File: src/rtl/wb_burst_sram_pkg.sv
// wb_burst_sram_pkg -- shared configuration for the Wishbone burst SRAM bridge.
//
// Contents:
//   WB_ADDR_W   default Wishbone word-address width (macro, overridable)
//   state_t     controller state encoding
//   burst_t     latched burst length (1, 4 or 8 beats)
//   last_beat_idx()  index of the final beat for a given burst length

`ifndef WB_ADDR_W
`define WB_ADDR_W 24
`endif

package wb_burst_sram_pkg;

    // ACK_WAIT is where a burst parks between beats while the master holds cyc but not stb.
    typedef enum logic [2:0] {
        IDLE,
        SETUP,
        STROBE,
        ACK,
        ACK_WAIT,
        ERR
    } state_t;

    typedef enum logic [1:0] {
        BL_1,
        BL_4,
        BL_8
    } burst_t;

    function automatic logic [2:0] last_beat_idx(input burst_t len);
        case (len)
            BL_8:    return 3'd7;
            BL_4:    return 3'd3;
            default: return 3'd0;
        endcase
    endfunction

endpackage

File: src/rtl/wb_burst_sram_addr_gen.sv
// wb_burst_addr_gen -- beat counter and wrapped burst address generator.
//
// Ports:
//   clk, rst    clock and synchronous active-high reset
//   load        start of a transaction: capture base address and burst length, beat = 0
//   advance     the next beat has been accepted: beat = beat + 1
//   base        base word address presented with the first beat
//   len         burst length to latch on load
//   next_addr   address the following beat must use (wraps inside the aligned 4/8 block)
//   last_beat   current beat is the final one of the burst

`ifndef WB_ADDR_W
`define WB_ADDR_W 24
`endif

module wb_burst_addr_gen
    import wb_burst_sram_pkg::*;
#(
    parameter int ADDR_W = `WB_ADDR_W
) (
    input  logic              clk,
    input  logic              rst,
    input  logic              load,
    input  logic              advance,
    input  logic [ADDR_W-1:0] base,
    input  burst_t            len,
    output logic [ADDR_W-1:0] next_addr,
    output logic              last_beat
);

    logic [ADDR_W-1:0] base_q;
    burst_t            len_q;
    logic [2:0]        beat;
    logic [2:0]        beat_inc;
    logic [2:0]        low8;
    logic [1:0]        low4;

    always_ff @(posedge clk) begin
        if (rst) begin
            base_q <= '0;
            len_q  <= BL_1;
            beat   <= 3'd0;
        end else if (load) begin
            base_q <= base;
            len_q  <= len;
            beat   <= 3'd0;
        end else if (advance) begin
            beat <= beat + 3'd1;
        end
    end

    // Only the low k bits of the base move; the carry out of them is dropped so the
    // burst wraps inside its aligned block instead of running into the next one.
    always_comb begin
        beat_inc = beat + 3'd1;
        low8     = base_q[2:0] + beat_inc;
        low4     = base_q[1:0] + beat_inc[1:0];
        case (len_q)
            BL_8:    next_addr = {base_q[ADDR_W-1:3], low8};
            BL_4:    next_addr = {base_q[ADDR_W-1:2], low4};
            default: next_addr = base_q;
        endcase
        last_beat = (beat == last_beat_idx(len_q));
    end

endmodule

File: src/rtl/wb_burst_sram.sv
// wb_burst_sram -- Wishbone slave to asynchronous 16-bit SRAM bridge with 4/8 beat bursts.
//
// Ports:
//   i_clk, i_rst        clock, synchronous active-high reset
//   wb_*                Wishbone slave (cyc, stb, we, adr, i_dat, sel, 4/8 burst flags,
//                       ack, err, o_dat)
//   sram_*              SRAM pins: address, write data + output enable, active-low
//                       chip/output/write enables and byte lanes, read data in
//
// Every SRAM pin and Wishbone response is a flop loaded from the decode of the next
// state, so pins change on the same edge as the state and nothing combinational
// reaches them from the Wishbone inputs.

`ifndef WB_ADDR_W
`define WB_ADDR_W 24
`endif

module wb_burst_sram
    import wb_burst_sram_pkg::*;
#(
    parameter int ADDR_W      = `WB_ADDR_W,
    parameter int WAIT_CYCLES = 1
) (
    input  logic              i_clk,
    input  logic              i_rst,
    input  logic              wb_cyc,
    input  logic              wb_stb,
    input  logic              wb_we,
    input  logic [ADDR_W-1:0] wb_adr,
    input  logic [15:0]       wb_i_dat,
    input  logic [1:0]        wb_sel,
    input  logic              wb_4_burst,
    input  logic              wb_8_burst,
    output logic              wb_ack,
    output logic              wb_err,
    output logic [15:0]       wb_o_dat,
    output logic [ADDR_W-1:0] sram_addr,
    output logic [15:0]       sram_dq_o,
    output logic              sram_dq_oe,
    output logic              sram_ce_n,
    output logic              sram_oe_n,
    output logic              sram_we_n,
    output logic              sram_ub_n,
    output logic              sram_lb_n,
    input  logic [15:0]       sram_dq_i
);

    localparam logic [3:0] WAIT_LOAD = 4'(WAIT_CYCLES - 1);

    state_t            state, state_next;
    logic              we_q, we_d;
    logic [1:0]        sel_q, sel_d;
    logic [3:0]        wait_cnt, wait_d;
    logic [ADDR_W-1:0] addr_d;
    logic [15:0]       dq_o_d, rdata_d;
    logic              ce_n_d, oe_n_d, we_n_d, ub_n_d, lb_n_d, dq_oe_d, ack_d, err_d;
    logic              load, advance;
    burst_t            len_d;
    logic [ADDR_W-1:0] next_addr;
    logic              last_beat;

    wb_burst_addr_gen #(
        .ADDR_W(ADDR_W)
    ) u_addr_gen (
        .clk      (i_clk),
        .rst      (i_rst),
        .load     (load),
        .advance  (advance),
        .base     (wb_adr),
        .len      (len_d),
        .next_addr(next_addr),
        .last_beat(last_beat)
    );

    // Next state, beat capture, and the pin values that go with the next state.
    always_comb begin
        state_next = state;
        we_d       = we_q;
        sel_d      = sel_q;
        wait_d     = wait_cnt;
        addr_d     = sram_addr;
        dq_o_d     = sram_dq_o;
        rdata_d    = wb_o_dat;
        load       = 1'b0;
        advance    = 1'b0;
        len_d      = BL_1;

        case (state)
            IDLE: begin
                if (wb_cyc && wb_stb) begin
                    if (wb_4_burst && wb_8_burst) begin
                        state_next = ERR;
                    end else begin
                        state_next = SETUP;
                        load       = 1'b1;
                        len_d      = wb_8_burst ? BL_8 : (wb_4_burst ? BL_4 : BL_1);
                        we_d       = wb_we;
                        sel_d      = wb_sel;
                        addr_d     = wb_adr;
                        dq_o_d     = wb_i_dat;
                    end
                end
            end
            SETUP: begin
                state_next = STROBE;
                wait_d     = WAIT_LOAD;
            end
            STROBE: begin
                if (wait_cnt == 4'd0) begin
                    state_next = ACK;
                    if (!we_q && wb_cyc) begin
                        rdata_d = sram_dq_i;
                    end
                end else begin
                    wait_d = wait_cnt - 4'd1;
                end
            end
            ACK: begin
                state_next = last_beat ? IDLE : ACK_WAIT;
            end
            ACK_WAIT: begin
                // A beat whose address disagrees with the wrapped sequence is refused
                // before anything is driven onto the SRAM.
                if (wb_cyc && wb_stb) begin
                    if (wb_adr != next_addr) begin
                        state_next = ERR;
                    end else begin
                        state_next = SETUP;
                        advance    = 1'b1;
                        we_d       = wb_we;
                        sel_d      = wb_sel;
                        addr_d     = next_addr;
                        dq_o_d     = wb_i_dat;
                    end
                end
            end
            ERR: begin
                state_next = IDLE;
            end
            default: begin
                state_next = IDLE;
            end
        endcase

        // Dropping cyc abandons the transfer from any state; no response is owed.
        if (!wb_cyc) begin
            state_next = IDLE;
        end

        ce_n_d  = 1'b1;
        oe_n_d  = 1'b1;
        we_n_d  = 1'b1;
        ub_n_d  = 1'b1;
        lb_n_d  = 1'b1;
        dq_oe_d = 1'b0;
        ack_d   = 1'b0;
        err_d   = 1'b0;

        case (state_next)
            SETUP, STROBE, ACK: begin
                ce_n_d  = 1'b0;
                dq_oe_d = we_d;
                ub_n_d  = we_d ? ~sel_d[1] : 1'b0;
                lb_n_d  = we_d ? ~sel_d[0] : 1'b0;
                if (state_next == STROBE) begin
                    we_n_d = ~we_d;
                    oe_n_d = we_d;
                end
                ack_d = (state_next == ACK);
            end
            ERR: begin
                err_d = 1'b1;
            end
            default: begin
            end
        endcase
    end

    // State and all externally visible registers.
    always_ff @(posedge i_clk) begin
        if (i_rst) begin
            state      <= IDLE;
            we_q       <= 1'b0;
            sel_q      <= 2'b00;
            wait_cnt   <= 4'd0;
            wb_ack     <= 1'b0;
            wb_err     <= 1'b0;
            wb_o_dat   <= 16'h0000;
            sram_addr  <= '0;
            sram_dq_o  <= 16'h0000;
            sram_dq_oe <= 1'b0;
            sram_ce_n  <= 1'b1;
            sram_oe_n  <= 1'b1;
            sram_we_n  <= 1'b1;
            sram_ub_n  <= 1'b1;
            sram_lb_n  <= 1'b1;
        end else begin
            state      <= state_next;
            we_q       <= we_d;
            sel_q      <= sel_d;
            wait_cnt   <= wait_d;
            wb_ack     <= ack_d;
            wb_err     <= err_d;
            wb_o_dat   <= rdata_d;
            sram_addr  <= addr_d;
            sram_dq_o  <= dq_o_d;
            sram_dq_oe <= dq_oe_d;
            sram_ce_n  <= ce_n_d;
            sram_oe_n  <= oe_n_d;
            sram_we_n  <= we_n_d;
            sram_ub_n  <= ub_n_d;
            sram_lb_n  <= lb_n_d;
        end
    end

endmodule

File: config.mk
export PLATFORM = sky130hd
export DESIGN_NAME = wb_burst_sram
export DESIGN_NICKNAME = d
export VERILOG_FILES = /design/src/rtl/wb_burst_sram_pkg.sv /design/src/rtl/wb_burst_sram_addr_gen.sv /design/src/rtl/wb_burst_sram.sv
export SDC_FILE = /design/constraint.sdc
export NUM_CORES = 1
export LEC_CHECK = 0
export BUFFER_PORTS_ARGS = -buffer_cell sky130_fd_sc_hd__buf_2
export CAP_MARGIN = 20
export CORE_ASPECT_RATIO = 0.75
export CORE_MARGIN = 1.5
export CORE_UTILIZATION = 53
export CTS_CLUSTER_DIAMETER = 40
export DETAILED_ROUTE_END_ITERATION = 7
export MAX_ROUTING_LAYER = met4
export PLACE_DENSITY_LB_ADDON = 0.1
export REMOVE_ABC_BUFFERS = 1
export SYNTH_ARGS = -nofsm -noshare
export SYNTH_HDL_FRONTEND = slang
export SYNTH_SLANG_ARGS = --single-unit
File: constraint.sdc
create_clock -name i_clk -period 3.4 [get_ports i_clk]
set_input_delay 0.68 -clock i_clk [delete_from_list [all_inputs] [get_ports i_clk]]
set_output_delay 0.68 -clock i_clk [all_outputs]
set_load 0.01 [all_outputs]
==> results of run 1 <==
==> kinds of logic (layout without fill, tap and decap cells) <==
logic type      after synthesis  after routing
xor+xnor                     28             28
flops                       103            103
compound gates              111            111
fa+ha+maj                     6              6
buf+inv                      46            164
simple gates                169            169
mux                          60             60
==> critical path, delay by kind of cell, from the launching register on <==
kind	cells	cell delay, ps
AOI/OAI and AO/OA	4	970
adders and majority gates	2	740
DFF	1	350
muxes	1	260
buffers and inverters	1	260
xor gates and xnor gates	1	250
==> flip-flops by register name, indices dropped and copies added (netlist names) <==
signal and flops:
sram_addr 24, u_addr_gen.base_q 24, sram_dq_o 16, wb_o_dat 16, wait_cnt 4, state 3, u_addr_gen.beat 3, sel_q 2
u_addr_gen.len_q 2, sram_ce_n 1, sram_dq_oe 1, sram_lb_n 1, sram_oe_n 1, sram_ub_n 1, sram_we_n 1, wb_ack 1
wb_err 1, we_q 1
==> cell usage after synthesis, drive strengths merged (2+ instances only) <==
master    n  area [um2]
ha        5       62.56
dfxtp   103        2062
nand4     5       31.28
a211o     3       26.28
nor2b     2       12.51
buf       9       70.06
o21ai    15       78.83
inv      10       37.54
clkbuf   27       102.6
nor4      4       25.02
nand2b   43       269.0
a21oi    36       191.4
xor2      4       35.03
xnor2    23       201.4
o21a      4       30.03
nand3     4       20.02
nor2     33       123.9
a21o      2       15.01
nand2    64       240.2
a211oi   42       325.3
mux2i    60       604.3
or3b      3       26.28
o31a      2       17.52
nor3      6       30.03
and2      2       12.51
==> area by class of cell <==
class,count,area (um2)
Clock buffer,11,232.7
Clock inverter,5,58.81
Fill cell,749,2838
Inverter,10,37.54
Multi-Input combinational cell,374,2517
Sequential cell,103,2062
Tap cell,108,135.1
Timing Repair Buffer,138,718.2
==> power by group <==
group          switching (uW)  internal [uW]
Sequential               33.6           1250
Clock                     444            571
Combinational             163            139
==> per-stage QoR <==
| stage | power (uW) | cell area (um2) |
|---|---|---|
| 5_1_grt | 2720 | 5762 |
| 2_1_floorplan | 1478 | 4601 |
| 3_3_place_gp | 1606 | 5470 |
| 3_5_place_dp | 1616 | 5470 |
| 6_report | 2605 | 5762 |
| 4_1_cts | 2628 | 5762 |
==> path summary, 6_finish.rpt <==
check                            endpoint  depth (start not counted)
worst max-delay path            sram_ub_n                          9
worst min-delay path            sram_we_n                          1
worst max register to register  sram_ub_n                          9
worst min register to register  sram_we_n                          1
==> layer usage <==
| layer | vias to the layer above | global-route usage, % |
|---|---|---|
| met5 | - | - |
| met4 | 0 | 4.833 |
| met3 | 4 | 7.429 |
| met2 | 99 | 40.13 |
| met1 | 1866 | 29.39 |
| li1 | 2042 | - |
==> impl_results.md, run 1 <==
* LEAKAGE at 0.002481 uW
* Antenna violations before repair at 0
* Slowest cell on crit path: o2111a_2
* Routed via count at 4,011
* WL per Instance at 14.52 um
* Via/cell ratio at 5.355
* Rel. slew slack at 48.88%
* Top Layer Used: met4
* R2r setup slk at 430 ps
* Clk_skew at 7.506 ps
* Commonest non-fill, non-tap cell in the layout: buf_2
* Crit path kind: reg -> reg
* Core area at 8600 um2
* Die Span Y at 85.19 um
* Util after Layout at 67.00%
* CTS tree: built
* Dpl cells at 733
* Nets@finish at 707
* Sequential element share of the synthesized area at 43.20%
* Metal3 WL at 603 um
* Least-Margin Pin Slew at 766.8 ps
* Hold Path Class: reg -> reg
* Drt first pass iters at 7
* Post-synth cell types at 44
* Most frequent cells in the layout: 127 x buf_2, 103 x dfxtp_1, 64 x nand2_1
* CTS max path bufs at 2
* Setup TNS at 0 ps
* Final wirelength at 10,870 um
* Post-Synth Adder-Cell Area at 1.730%
* CP startpoint: u_addr_gen.beat[0]
* GRT Total Usage at 24.19%
* Warnings from Yosys at 0
* First-pass GRT wire length at 18,150 um
* Syn Std Cell Area at 4773 um2
* P&R area growth vs syn at 20.71%
* Violated checks: design-rule violations
* Final setup violation count at 0
* Hold Vio Cnt, Final at 0
* GP Congestion at 0.7990
* Number of global-route vias before repair at 4,013
* Pre-CTS setup slack at 449.1 ps
* Clk root buf: clkbuf_16
* Global route overflow at 0
* Hold buffer count at CTS at 0
* Metal2 WL at 5178 um
* R2r startpoint: u_addr_gen.beat[0]
* CTS Buf Count at 9
* Number of diodes at 0
* # H-tree levels at 3
* Slowest stage delay, CP at 410 ps
* Worst Hold Launch: we_q
* CP arrival at 3200 ps
* # IOs at 129
* Fin cells at 749
* Crit share post-route at 87.22%
* Fmax at 337.2 MHz
* Post-CTS setup buffers at 0
* Largest family of logic cells by synthesized area: simple AND/OR/NAND/NOR gates
* Routed metal-1 wirelength at 5040 um
* Drc violations at 10
* Mux cell area share after synthesis at 12.66%
* Clk Latency, worst-skew pair at 350 ps
* CTS sink count at 103
* Final Max Tran Viols at 0
* Worst EP required at 3630 ps
* Worst IR Drop VDD at 0.3666 mV
* Starting Density at 55.51%
* Pwr/cell area at 452.2 nW/um2
* Crit. End Element: register
* Maxcap violations at 0
* Post-DP HPWL at 7454 um
* RSZ-0062 raised after global routing: false
* 1st-iter DRT viols at 304
* Min Hold Slack at 440.1 ps
* Mapped Avg Cell Area at 9.127 um2
* Slack of the critical path at 434.7 ps
* Post-synthesis xor/xnor area fraction at 5.426%
* Final ANT Viol Nets at 0
* Die area at 9590 um2
* Synth Area in Compound Gates at 15.54%
* Worst-path clk slew at 70 ps
* Synth Flop Type: dfxtp_1
* Rows at 29
* Synth async-reset ratio at 0%
* Minimum clock period at 2965 ps
* Post-CTS resize count at 0
* Cells after Synth at 523
* Port buffer count at 128
* Die X at 112.6 um
* Status: finished with violations
* Largest net degree at the start of global routing at 89
* Setup crit start kind: register
* FF+latch count, synth at 103
* CP Max Fanout at 25
* Post-Synth Simple-Gate Area at 17.04%
* Post-synth EDFFs at 0
* Share of cells above drive strength 1 at 25.43%
* Worst path cell trace: ha_1, fa_1, xnor3_1, mux2i_2, o21a_1, o2111a_2, a21oi_4, buf_4, o31a_1
No activity file was read; power rests on OpenSTA's default activity.
==> run 2, diff against run 1 <==
CORE_MARGIN = unset   (was 1.5)
CORE_UTILIZATION = 47   (was 53)
clock period = 2.48 ns   (was 3.4 ns; I/O delays follow)
==> impl_results.md, run 2 (synthesized netlist as in run 1, its figures left out) <==
* Status: finished with violations
* Violated checks: negative setup slack
* Pre-CTS setup slack at -180.7 ps (-629.8 ps)
* Crit share post-route at 103.2% (+16 points)
* Crit path kind: reg -> reg
* Final ANT Viol Nets at 0 (unchanged)
* Final setup violation count at 46 (+46)
* Die Span Y at 89.28 um (+4.8%)
* Via/cell ratio at 5.161 (-3.6%)
* Rows at 31 (+6.9%)
* P&R area growth vs syn at 30.59%
* LEAKAGE at 0.002651 uW (+6.9%)
* Routed via count at 4,113 (+2.5%)
* First-pass GRT wire length at 17,810 um (-1.9%)
* Die area at 10,570 um2 (+10%)
* CTS max path bufs at 2 (unchanged)
* CTS tree: built
* Setup TNS at -2238 ps (-2238 ps)
* Number of diodes at 0 (unchanged)
* Setup crit start kind: register
* Global route overflow at 0 (unchanged)
* CTS sink count at 103 (unchanged)
* Drt first pass iters at 4 (-3)
* GP Congestion at 0.8410 (+5.3%)
* GRT Total Usage at 22.20% (-2.0 points)
* Commonest non-fill, non-tap cell in the layout: buf_2
* Core area at 9774 um2 (+14%)
* CTS Buf Count at 9 (unchanged)
* Share of cells above drive strength 1 at 33.38% (+8.0 points)
* Final instance area at 6233 um2 (+8.2%)
* Final wirelength at 11,270 um (+3.7%)
* Least-Margin Pin Slew at 554.6 ps (-212.1 ps)
* # H-tree levels at 3 (unchanged)
* Number of global-route vias before repair at 3,683 (-8.2%)
* Clk Latency, worst-skew pair at 350 ps (about the same)
* Clk root buf: clkbuf_16
* Final Max Tran Viols at 0 (unchanged)
* Slack of the critical path at -78.32 ps (-513.0 ps)
* Port buffer count at 128 (unchanged)
* # IOs at 129 (unchanged)
* Rel. slew slack at 63.02% (+14 points)
* Most frequent cells in the layout: 127 x buf_2, 100 x dfxtp_1, 64 x nand2_1
* Minimum clock period at 2558 ps (-407.0 ps)
* Placed cell areas at 5670 um2 (+3.7%)
* Regs by FF count: sram_addr: 24 flops, u_addr_gen.base_q: 24 flops
* Nets@finish at 731 (+3.4%)
* CP Max Fanout at 21 (-16%)
* CP arrival at 2810 ps (-390 ps)
* Drc violations at 0 (-10)
* Clk_skew at 7.386 ps (-0.1198 ps)
* Worst IR Drop VDD at 0.4608 mV (+26%)
* 1st-iter DRT viols at 209 (-31%)
* Worst-path clk slew at 70 ps (about the same)
* R2r setup slk at -80 ps (-510 ps)
* Largest net degree at the start of global routing at 49 (-45%)
* Hold Vio Cnt, Final at 0 (unchanged)
* Die X at 118.4 um (+5.1%)
* Crit. End Element: register
* Post-DP HPWL at 7602 um (+2.0%)
* Fmax at 390.9 MHz (+16%)
* RSZ-0062 raised after global routing: true
* Maxcap violations at 0 (unchanged)
* Worst EP required at 2730 ps (-900 ps)
* Hold Path Class: in -> reg
* Antenna violations before repair at 0 (unchanged)
* Pwr/cell area at 587.5 nW/um2 (+30%)
* WL per Instance at 14.14 um (-2.6%)
* Starting Density at 48.84% (-6.7 points)
==> run 2: cell types whose count changed in the layout (fill, tap and decap cells not counted), sizes merged <==
cell / change
buf: +24
inv: +3
clkinvlp: -1
clkbuf: -2
==> run 2: final cells by class <==
type / count / area (um2)
inverter: 10 / 40.04
tap: 132 / 165.2
clock buffer: 9 / 225.2
timing repair buffer: 162 / 955.9
multi-input combinational: 374 / 2701
fill: 867 / 3541
sequential: 103 / 2068
clock inverter: 7 / 77.57
==> run 2: layer usage <==
| metal | vias to the layer above | routed length (um) | track usage, % | share of wire [%] |
|---|---|---|---|---|
| li1 | 2084 | - | - | - |
| met1 | 1923 | 5302 | 28.52 | 47 |
| met2 | 100 | 5347 | 34.39 | 47 |
| met3 | 6 | 538 | 4.911 | 4.8 |
| met4 | 0 | 84 | 8.508 | 0.75 |
| met5 | - | 0 | - | 0 |
==> run 2: repair_timing <==
action / CTS / global route
buffers inserted: 5 / 3
hold buffers: 0 / 0
endpoints found under the setup margin: 51 / 52
gates cloned: 0 / 0
gates resized for setup: 17 / 27
pin swaps: 5 / 5
==> run 2: report_power, final <==
group	internal [uW]	switching, uW	leakage (uW)
Sequential	1720	48.5	0.000840
Clock	793	637	0.000147
Combinational	222	243	0.00166
==> run 2: final timing paths <==
| check | cells after the start | startpoint | end |
|---|---|---|---|
| setup / recovery | 11 | u_addr_gen.beat[0] | sram_addr[3] |
| hold / removal | 3 | sram_dq_i[14] | wb_o_dat[14] |
| setup reg to reg | 11 | u_addr_gen.beat[0] | sram_addr[3] |
| hold reg to reg | 1 | we_q | sram_we_n |
==> run 2: metrics by stage <==
stage | std cells | util [%] | hold slack (ps) | power, uW
finish | 797 | 63.77 | 382.9 | 3662
global route | 797 | 63.77 | 387.3 | 3820
CTS | 794 | 62.29 | 371.7 | 3685
detailed placement | 773 | 58.01 | 398.0 | 2234
global placement | 773 | 58.01 | 399.7 | 2223
floorplan | 487 | - | 379.7 | 2026
==> run 2: critical path, cell delays in order, from the launching register on <==
cell and delay, ps:
dfxtp_4 370, inv_4 40, ha_4 150, fa_2 350, xnor3_2 270, mux2i_4 220, o21a_1 200, buf_4 140
o2111ai_4 240, o21ai_4 90, buf_12 170, a211oi_1 220
==> run 3, diff against run 2 <==
CELL_PAD_IN_SITES_DETAIL_PLACEMENT = 1   (was unset)
CELL_PAD_IN_SITES_GLOBAL_PLACEMENT = 1   (was unset)
CORE_UTILIZATION = 35   (was 47)
==> impl_results.md, run 3 (synthesized netlist as in run 1, its figures left out) <==
* Status: finished with violations
* Violated checks: negative setup slack
* Antenna violations before repair at 0 (unchanged)
* R2r setup slk at -130 ps (-50 ps)
* Hold Vio Cnt, Final at 0 (unchanged)
* Hold Path Class: in -> reg
* # IOs at 129 (unchanged)
* Pint at 2831 uW (+3.6%)
* CP arrival at 2870 ps (+60 ps)
* Switch share at 25.32% (-0.045 points)
* CTS sink count at 103 (unchanged)
* Crit share post-route at 105.1% (+1.9 points)
* Least-Margin Pin Slew at 508.9 ps (-45.79 ps)
* Minimum clock period at 2606 ps (+47.59 ps)
* Global route overflow at 0 (unchanged)
* Clk root buf: clkbuf_16
* Setup crit start kind: register
* CTS max path bufs at 2 (unchanged)
* Clk Latency, worst-skew pair at 350 ps (about the same)
* Fmax at 383.7 MHz (-1.8%)
* Rel. slew slack at 66.08% (+3.1 points)
* Starting Density at 36.29% (-13 points)
* GRT Total Usage at 21.10% (-1.1 points)
* Crit Reg-Reg Endpoint: u_addr_gen.beat[0]
* Worst Hold Launch: sram_dq_i[10]
* Most Crowded Layer GR: met2
* Regs by FF count: sram_addr: 24 flops, u_addr_gen.base_q: 24 flops
* # H-tree levels at 3 (unchanged)
* 1st-iter DRT viols at 128 (-39%)
* Drt first pass iters at 4 (unchanged)
* Rows at 36 (+16%)
* Core area at 13,150 um2 (+35%)
* P&R area growth vs syn at 30.62% (about the same)
* Die Span Y at 103.1 um (+16%)
* Number of global-route vias before repair at 4,379 (+19%)
* Hold Path Sink: wb_o_dat[10]
* Pwr/cell area at 607.9 nW/um2 (+3.5%)
* R2r startpoint: u_addr_gen.beat[0]
* LEAKAGE at 0.002653 uW (about the same)
* Slack of the critical path at -125.9 ps (-47.59 ps)
* Grt met1 use at 26.45% (-2.1 points)
* Post-DP HPWL at 9623 um (+27%)
* First-pass GRT wire length at 22,110 um (+24%)
* Most frequent cells in the layout: 127 x buf_2, 101 x dfxtp_1, 64 x nand2_1
* Crit. End Element: register
* Via/cell ratio at 5.119 (-0.80%)
* Register area at 2069 um2 (about the same)
* Hold depth at 3 (unchanged)
* Final wirelength at 13,860 um (+23%)
* Pwr Total at 3790 uW (+3.5%)
* Number of diodes at 0 (unchanged)
* Die area at 14,110 um2 (+34%)
* Final setup violation count at 48 (+4.3%)
* WL per Instance at 16.51 um (+17%)
* Worst IR Drop VDD at 0.3720 mV (-19%)
* Routed via count at 4,295 (+4.4%)
* Worst-path clk slew at 70 ps (about the same)
* Final ANT Viol Nets at 0 (unchanged)
* Maxcap violations at 0 (unchanged)
* RSZ-0062 raised after global routing: true
* CTS Buf Count at 9 (unchanged)
* Die X at 136.9 um (+16%)
* Crit path kind: reg -> reg
* Multi-input gate area at 2596 um2 (-3.9%)
* Reg2reg path depth at 10 (-1)
* Drc violations at 0 (unchanged)
* Nets@finish at 734 (+0.41%)
* Clk_skew at 9.402 ps (+2.016 ps)
* GR Util met2 at 34.21% (-0.18 points)
* Commonest non-fill, non-tap cell in the layout: buf_2
* Comb power frac at 12.4% (-0.3 points)
* GP Congestion at 0.8155 (-3.0%)
* Seq pwr share at 46.6% (-1.6 points)
* Largest net degree at the start of global routing at 60 (+22%)
* Layout fillers at 1,551 (+79%)
* Min Hold Slack at 371.9 ps (-10.97 ps)
* Met3 Track Usage GR at 4.523% (-0.39 points)
* Clock power share at 41.1% (+2.1 points)
* Switch Pwr at 959.5 uW (+3.3%)
* CTS tree: built
* Share of cells above drive strength 1 at 30.99% (-2.4 points)
* Final Max Tran Viols at 0 (unchanged)
* CP Max Fanout at 14 (-33%)
* Port buffer count at 128 (unchanged)
* Worst EP required at 2740 ps (about the same)
run 3: changes by cell type in the layout (fill, tap and decap cells not counted), moves of 2 or more:
| cell | previous run | this run |
|---|---|---|
| a211oi_1 | 19 | 32 |
| a211oi_2 | 23 | 10 |
| buf_6 | 2 | 7 |
| inv_6 | 3 | 0 |
| buf_4 | 29 | 27 |
| clkinvlp_4 | 1 | 3 |
| dfxtp_2 | 2 | 0 |
| o21ai_0 | 11 | 13 |
run 3: worst max-delay path by stage:
stage	start	endpoint	slack, ps
finish	u_addr_gen.beat[0]	u_addr_gen.beat[0]	-130
global route	u_addr_gen.beat[0]	sel_q[1]	-250
CTS	u_addr_gen.beat[0]	sram_dq_o[7]	-100
detailed placement	u_addr_gen.beat[0]	sram_dq_o[7]	-270
global placement	u_addr_gen.beat[0]	sram_dq_o[15]	-190
floorplan	state[2]	sram_lb_n	-2280
run 3: what timing repair did:
item	CTS	global route
hold buffers	0	0
gates cloned	1	0
buffers inserted	7	1
endpoints found under the setup margin	52	52
hold endpoints to repair	0	0
resized for setup	24	8
pin swaps	6	5
run 3: worst max-delay path: stages, from the launching register on:
cell	delay, ps
dfxtp_4	400
ha_4	230
fa_2	330
xnor3_1	230
mux2i_2	280
o21a_1	160
o2111a_2	290
buf_8	190
buf_4	140
nand3_1	80
a21oi_1	190
run 3: per-layer routing:
metal | share of wire, % | wire length [um]
met1 | 47 | 6563
met4 | 1.6 | 218
met5 | 0 | 0
met3 | 3.4 | 467
met2 | 48 | 6607
run 3: power by group through the flow:
stage / combinational (uW) / clock [uW] / sequential (uW)
2_1_floorplan: 212 / 0 / 1810
3_3_place_gp: 442 / 0 / 1800
3_5_place_dp: 454 / 0 / 1800
4_1_cts: 481 / 1600 / 1760
5_1_grt: 517 / 1670 / 1770
6_report: 468 / 1560 / 1760
run 3: metrics by stage:
step	instances	setup TNS, ps	util (%)	cell area [um2]	setup WS, ps
3_3_place_gp	817	-6620	43.77	5757	-190.4
5_1_grt	839	-9631	47.40	6235	-247.3
4_1_cts	841	-2253	47.57	6257	-102.1
2_1_floorplan	487	-116870	-	4601	-2281
6_report	839	-2514	47.40	6235	-125.9
3_5_place_dp	817	-9333	43.77	5757	-270.1
run 3: cell type report:
| class | instances | area share (%) |
|---|---|---|
| Inverter | 10 | 0.6422 |
| Sequential cell | 103 | 33.19 |
| Clock inverter | 6 | 1.505 |
| Tap cell | 171 | 3.432 |
| Clock buffer | 10 | 3.672 |
| Multi-Input combinational cell | 374 | 41.64 |
| Timing Repair Buffer | 165 | 15.91 |
